**config.mk**
```make
export PLATFORM = sky130hd
export DESIGN_NAME = vga_timing_gen
export DESIGN_NICKNAME = d
export VERILOG_FILES = /design/src/rtl/vga_timing_gen.sv
export SDC_FILE = /design/constraint.sdc
export NUM_CORES = 1
export LEC_CHECK = 0
export ABC_CLOCK_PERIOD_IN_PS = 1400
export CORE_MARGIN = 4
export CORE_UTILIZATION = 46
export CTS_BUF_LIST = sky130_fd_sc_hd__clkbuf_4 sky130_fd_sc_hd__clkbuf_8
export DETAILED_ROUTE_END_ITERATION = 10
export PLACE_DENSITY = 0.89
export SKIP_LAST_GASP = 1
export SYNTH_ARGS = -nofsm -noshare
export SYNTH_HDL_FRONTEND = slang
export SYNTH_SLANG_ARGS = --single-unit
```
**constraint.sdc**
```tcl
create_clock -name CLK -period 1.4 [get_ports CLK]
set_input_delay 0.21 -clock CLK [delete_from_list [all_inputs] [get_ports CLK]]
set_output_delay 0.21 -clock CLK [all_outputs]
set_load 0.1 [all_outputs]
```
**src/rtl/vga_timing_gen.sv**
```systemverilog
// Raster timing for the colour mapper: pixel-rate enable, DrawX/DrawY counters,
// active-video qualifier, sync pair delayed to line up with registered RGB, and line/frame pulses.
module vga_timing_gen #(
    parameter int CLK_DIV  = 2,
    parameter int H_ACTIVE = 640,
    parameter int H_FP     = 16,
    parameter int H_SYNC   = 96,
    parameter int H_BP     = 48,
    parameter int V_ACTIVE = 480,
    parameter int V_FP     = 10,
    parameter int V_SYNC   = 2,
    parameter int V_BP     = 33,
    parameter int SYNC_DLY = 1
) (
    input  logic       CLK,
    input  logic       Reset,
    output logic       pixel_ce,
    output logic [9:0] DrawX,
    output logic [9:0] DrawY,
    output logic       blank,
    output logic       hs,
    output logic       vs,
    output logic       line_start,
    output logic       frame_start
);

    localparam int H_TOTAL = H_ACTIVE + H_FP + H_SYNC + H_BP;
    localparam int V_TOTAL = V_ACTIVE + V_FP + V_SYNC + V_BP;
    localparam int DIV_W   = (CLK_DIV > 1) ? $clog2(CLK_DIV) : 1;

    localparam logic [DIV_W-1:0] DIV_LAST = DIV_W'(CLK_DIV - 1);
    localparam logic [9:0]       H_LAST   = 10'(H_TOTAL - 1);
    localparam logic [9:0]       V_LAST   = 10'(V_TOTAL - 1);

    // Comparisons are done one bit wider so a 1024-wide region still decodes correctly.
    localparam logic [10:0] H_ACT_END  = 11'(H_ACTIVE);
    localparam logic [10:0] V_ACT_END  = 11'(V_ACTIVE);
    localparam logic [10:0] H_SYNC_BEG = 11'(H_ACTIVE + H_FP);
    localparam logic [10:0] H_SYNC_END = 11'(H_ACTIVE + H_FP + H_SYNC);
    localparam logic [10:0] V_SYNC_BEG = 11'(V_ACTIVE + V_FP);
    localparam logic [10:0] V_SYNC_END = 11'(V_ACTIVE + V_FP + V_SYNC);

    generate
        if (H_TOTAL > 1024 || V_TOTAL > 1024) begin : g_bad_totals
            $error("vga_timing_gen: H_TOTAL and V_TOTAL must not exceed 1024");
        end
        if (CLK_DIV < 1) begin : g_bad_div
            $error("vga_timing_gen: CLK_DIV must be at least 1");
        end
        if (SYNC_DLY < 0 || SYNC_DLY > 7) begin : g_bad_dly
            $error("vga_timing_gen: SYNC_DLY must be in 0..7");
        end
    endgenerate

    logic [DIV_W-1:0] div_cnt_reg;
    logic             pixel_ce_reg;
    logic [9:0]       x_cnt_reg;
    logic [9:0]       y_cnt_reg;
    logic             line_start_reg;
    logic             frame_start_reg;
    logic             hs_raw;
    logic             vs_raw;
    logic             x_last;
    logic             y_last;

    // Pixel enable is registered, so it is high the cycle after the divider hits its last count.
    always_ff @(posedge CLK or posedge Reset) begin
        if (Reset) begin
            div_cnt_reg  <= '0;
            pixel_ce_reg <= 1'b0;
        end else begin
            pixel_ce_reg <= (div_cnt_reg == DIV_LAST);
            if (div_cnt_reg == DIV_LAST) begin
                div_cnt_reg <= '0;
            end else begin
                div_cnt_reg <= div_cnt_reg + DIV_W'(1);
            end
        end
    end

    assign x_last = (x_cnt_reg == H_LAST);
    assign y_last = (y_cnt_reg == V_LAST);

    always_ff @(posedge CLK or posedge Reset) begin
        if (Reset) begin
            x_cnt_reg       <= '0;
            y_cnt_reg       <= '0;
            line_start_reg  <= 1'b0;
            frame_start_reg <= 1'b0;
        end else begin
            line_start_reg  <= 1'b0;
            frame_start_reg <= 1'b0;
            if (pixel_ce_reg) begin
                if (x_last) begin
                    x_cnt_reg      <= '0;
                    line_start_reg <= 1'b1;
                    if (y_last) begin
                        y_cnt_reg       <= '0;
                        frame_start_reg <= 1'b1;
                    end else begin
                        y_cnt_reg <= y_cnt_reg + 10'd1;
                    end
                end else begin
                    x_cnt_reg <= x_cnt_reg + 10'd1;
                end
            end
        end
    end

    assign blank  = ({1'b0, x_cnt_reg} < H_ACT_END) && ({1'b0, y_cnt_reg} < V_ACT_END);
    assign hs_raw = !(({1'b0, x_cnt_reg} >= H_SYNC_BEG) && ({1'b0, x_cnt_reg} < H_SYNC_END));
    assign vs_raw = !(({1'b0, y_cnt_reg} >= V_SYNC_BEG) && ({1'b0, y_cnt_reg} < V_SYNC_END));

    // Sync delay counts pixel ticks, so the shift register only moves on pixel_ce.
    generate
        if (SYNC_DLY == 0) begin : g_no_dly
            assign hs = hs_raw;
            assign vs = vs_raw;
        end else begin : g_dly
            logic [SYNC_DLY-1:0] hs_dly_reg;
            logic [SYNC_DLY-1:0] vs_dly_reg;

            always_ff @(posedge CLK or posedge Reset) begin
                if (Reset) begin
                    hs_dly_reg <= '1;
                    vs_dly_reg <= '1;
                end else if (pixel_ce_reg) begin
                    hs_dly_reg[0] <= hs_raw;
                    vs_dly_reg[0] <= vs_raw;
                    for (int i = 1; i < SYNC_DLY; i++) begin
                        hs_dly_reg[i] <= hs_dly_reg[i-1];
                        vs_dly_reg[i] <= vs_dly_reg[i-1];
                    end
                end
            end

            assign hs = hs_dly_reg[SYNC_DLY-1];
            assign vs = vs_dly_reg[SYNC_DLY-1];
        end
    endgenerate

    assign pixel_ce    = pixel_ce_reg;
    assign DrawX       = x_cnt_reg;
    assign DrawY       = y_cnt_reg;
    assign line_start  = line_start_reg;
    assign frame_start = frame_start_reg;

endmodule
```
==> results of run 1 <==
## cell families after synthesis
group           count (synthesis)  synth area share (%)
buf+inv                        13                 4.914
mux                             2                 1.605
flops                          26                 52.36
compound gates                 13                 5.918
xor+xnor                       13                 9.127
simple gates                   49                 22.07
fa+ha+maj                       4                 4.012
## synth_stat cells, drive strengths merged
| cell type | number |
|---|---|
| nand2 | 7 |
| nor2 | 11 |
| nand3 | 6 |
| inv | 10 |
| or3 | 2 |
| xnor2 | 11 |
| and4 | 1 |
| nand4 | 8 |
| nor4bb | 1 |
| nor4 | 2 |
| mux2i | 2 |
| nor3 | 2 |
| buf | 3 |
| o31ai | 1 |
| dfstp | 2 |
| dfrtp | 24 |
| nor4b | 1 |
| ha | 4 |
| and3 | 3 |
| o21ai | 4 |
| and3b | 1 |
| and2 | 3 |
| a41oi | 1 |
| a21oi | 5 |
| xor2 | 2 |
| a31oi | 2 |
| nand2b | 1 |
## through the flow
stage	TNS, ns	cells
CTS	-3.222	217
detailed placement	-2.780	198
global placement	-0.9912	198
floorplan	-4.686	120
## timing repair
| item | in CTS |
|---|---|
| gates resized for setup | 22 |
| setup buffers | 14 |
| cloned | 1 |
| hold buffers | 0 |
| pin swaps | 13 |
| endpoints found under the setup margin | 20 |
==> results by group, run 1 <==
Status
  – Run status: aborted with a tool error
  – Fail Step: global routing
  – Error: [ERROR DPL-0033] detailed placement checks failed during check placement.

Floorplan
  – Starting Density: 49.45%
  – Die X: between 60 and 70 µm
  – Die Span Y: around 60 µm
  – Rows: 18
  – Top Ports: 28

Placement
  – Worst slack, placed: -0.3410 ns
  – Hpwl dp: approximately 2700 µm
  – Port buffer count: 27
  – Post-DP Area: between 0.002 and 0.0025 mm²
  – RD Place Congestion: about 0.85

Synth
  – Top cells by area, synth: dfrtp_1 48%, xnor2_1 7.7%, dfstp_2 4.2%
  – Synthesized flop and latch total: 26
  – Post-synthesis sequential area ratio: a little over half
  – Synth warn: 0
  – Post-Syn Nets: 126
  – Synth Cell Area: ~0.0012 mm²
  – Synth cell types: 31
  – Syn Inst Count: 120
  – Synth area leader: dfrtp_1
  – Yosys top cell area share: 48.14%
  – Syn_area_per_cell: 10.40 µm²

GRT
  – Initial antenna violation count: 0
  – Largest net degree at the start of global routing: 27

CTS
  – CTS Sinks: 26
  – CTS Buffer Depth: 2
  – Number of CTS-inserted buffers: 3
  – H-tree levels: 1
  – Clk root buf: clkbuf_4

STA
  – Worst_ep kind: register data pin
  – GR repair worst EP: DrawY[2]$_DFFE_PP0P_/D
==> run 2, diff against run 1 <==
Settings changed: ABC_CLOCK_PERIOD_IN_PS 1400 to 1800, CORE_AREA from default to 4 4 65 67, CORE_MARGIN 4 to default, CORE_UTILIZATION 46 to default, CTS_BUF_LIST sky130_fd_sc_hd__clkbuf_4 sky130_fd_sc_hd__clkbuf_8 to default, DIE_AREA from default to 0 0 69 71, PLACE_DENSITY 0.89 to default, PLACE_DENSITY_LB_ADDON from default to 0.15.
Clock period 1.4 ns to 1.8 ns, I/O delays scaled along.
==> run 2 against run 1 <==
Synthesized cell count is the same. The flow now finishes without violations. Area after synthesis is the same.
==> results by group, run 2 <==
Status
  – Run status: completed

STA
  – Worst-margin pin slew: ~0.34 ns
  – Fin. Hold Viols: 0
  – Fmax: between 500 and 600 MHz
  – Slew headroom: between 70% and 80%
  – WHS: 0.3414 ns
  – RSZ-0062 raised after global routing: false
  – Post-route setup TNS: 0 ns
  – Endpoints failing setup: 0
  – Final Skew: 0.003268 ns
  – Final Cycle Share: between 90% and 100%
  – Tmin final: between 1.5 and 2 ns
  – Count of pins over their slew limit: 0

Power and ir drop
  – Worst vdd ir: 0.2404 mV
  – Cell Pwr Density: 485.7 mW/mm²
  – Leak pwr: just over 0.8 nW
  – Total power: roughly 0.94 mW

Synth
  – Synth warn: 0
  – Synth area leader: dfrtp_1
  – Syn Inst Count: 120
  – Count leader, synth: dfrtp_1
  – Yosys top cell area share: 48.14%
  – Most common flop cell mapped by yosys: dfrtp_1
  – Synth cell types: 31
  – Synthesized flop and latch total: 26
  – Top cells by count, synth: 24 x dfrtp_1, 11 x nor2_1, 11 x xnor2_1
  – Syn_area_per_cell: ~10 µm²
  – Synth Cell Area: around 0.0012 mm²
  – Top cells by area, synth: dfrtp_1 48%, xnor2_1 7.7%, dfstp_2 4.2%
  – FFs w/ async S/R, synth: 100.0%
  – Post-Syn Nets: between 100 and 150
  – Number of enable flip-flop cells after synthesis: 0
  – Post-synthesis sequential area ratio: 52.36%

Drt
  – Routed vias: 982
  – Detailed-route DRC error count: 0
  – WL/cell: 13.34 µm
  – Post-route ant nets: 0
  – TritonRoute pass-1 iters: 4
  – DR vias/cell: around 4.8
  – Routed WL: 2709 µm
  – Drt initial violations: 50

Placement
  – Inst Count DP: 196
  – Hpwl dp: about 2000 µm
  – RD Place Congestion: about 0.81
  – Port buffer count: 27

Setup path
  – Critical path fanouts, max: 5
  – Max incr delay on CP: approximately 0.46 ns
  – R2R depth: 6
  – Crit path cell chain: and3_1 > nand2_1 > and3b_2 > buf_12
  – CP startpoint kind: flip-flop
  – CP required: roughly 1.5 ns
  – Reg2reg end: DrawY[3]
  – Worst EP arrival: between 1 and 1.5 ns
  – RR Startpoint: DrawX[0]
  – Buf+Inv Stages, Crit Path: 1
  – Reg2reg setup slack: 0.14 ns
  – Crit. End Element: output pin
  – CP delay by family, top: simple AND/OR/NAND/NOR gates
  – Worst path slowest cell: dfrtp_2
  – Critical path class: reg2out
  – WP depth: 4

CTS
  – Clock transition at path regs: approximately 0.090 ns
  – CTS tree: yes
  – CTS Buffer Depth: 2
  – CTS Sinks: 26
  – Clock latency on the worst-skew pair: 0.27 ns
  – H-tree levels: 1
  – Number of CTS-inserted buffers: 3
  – Hold Buf Count CTS: 0
  – Clk root buf: clkbuf_8

Finish
  – FF/Latch Area: 684.4 µm²
  – Layout cells sized above 1: between 40% and 50%
  – Most frequent cells in the layout: 24 x buf_12, 16 x dfrtp_2, 11 x nor2_1, 11 x xnor2_1
  – Ant diodes: 0
  – Most common cell after layout, fill and taps aside: buf_12
  – Non-filler instance count after layout: ~200
  – P&R area growth vs syn: 55.47%
  – Final net count: roughly 160
  – Area occupied by multi-input gates: between 500 and 600 µm²
  – Filler cell count: about 330

Floorplan
  – Starting Density: about 34%
  – Core Box Area: 0.003633 mm²
  – Rows: 22
  – Die ar.: slightly below 0.005 mm²
  – Top Ports: 28
  – Die Span Y: slightly above 70 µm
  – Die X: approximately 69 µm

GRT
  – First-pass GRT wire length: just under 5000 µm
  – Tot GR Track Use: about an eighth
  – Grt ovf: 0
  – Largest net degree at the start of global routing: 27
  – Initial antenna violation count: 0
  – Vias in the first global route: 1024

Flow run
  – # Max-Cap Violations: 0

Hold path
  – Worst min path class: in2async
==> run 2: cell counts after synthesis <==
Identical to the previous run, type by type.
==> run 2: report_power, final <==
group	leakage (nW)	internal (mW)	total, mW	switching [mW]
Sequential	0.312	0.583	0.583	0
Combinational	0.488	0.00347	0.0147	0.0112
Clock	0.0228	0.159	0.344	0.185
==> run 2: layout make-up <==
| cell class | instances | area share [%] |
|---|---|---|
| Multi-Input combinational cell | 81 | 28.45 |
| Inverter | 10 | 2.065 |
| Clock buffer | 4 | 2.323 |
| Timing Repair Buffer | 34 | 28.77 |
| Tap cell | 48 | 3.097 |
| Sequential cell | 26 | 35.29 |
==> run 2: kinds of logic after synthesis <==
| kind of cell | share of synthesized area, % |
|---|---|
| buf+inv | 4.914 |
| mux | 1.605 |
| flops | 52.36 |
| compound gates | 5.918 |
| xor+xnor | 9.127 |
| simple gates | 22.07 |
| fa+ha+maj | 4.012 |
==> run 2: metrics by stage <==
step / worst slack [ns] / area, µm² / util [%]
6_report: 0.08004 / 1939 / 53.37
5_1_grt: 0.001062 / 1939 / 53.37
4_1_cts: 0.05621 / 1914 / 52.69
3_5_place_dp: 0.1148 / 1869 / 51.45
3_3_place_gp: 0.1032 / 1869 / 51.45
2_1_floorplan: 0.01162 / 1301 / -
==> run 2: worst max path at each step <==
stage | startpoint | to | slack [ns]
floorplan | DrawY[3] | DrawY[7] | 0.01
global placement | DrawX[1] | DrawY[8] | 0.10
detailed placement | DrawX[0] | DrawY[8] | 0.11
CTS | DrawY[7] | blank | 0.06
global route | DrawY[6] | blank | 0.001
finish | DrawY[6] | blank | 0.08
==> run 2: metal layers <==
layer / vias to the layer above / track usage [%] / wire length (µm)
met4: 0 / 5.640 / 48
li1: 483 / - / -
met1: 478 / 15.64 / 1255
met2: 16 / 20.02 / 1325
met5: - / 0 / 0
met3: 5 / 2.131 / 80
==> run 2: tightest hold or removal path, delay by kind of cell <==
| kind | cells | cell delay [ns] |
|---|---|---|
| buf+inv | 3 | 0.75 |
==> run 2: timing repair <==
| item | 4_1_cts | 5_1_grt |
|---|---|---|
| endpoints found under the setup margin | 0 | 8 |
| setup buffers | 0 | 3 |
| resized for setup | 0 | 2 |
Note: power is estimated with default switching activity, not from simulation.
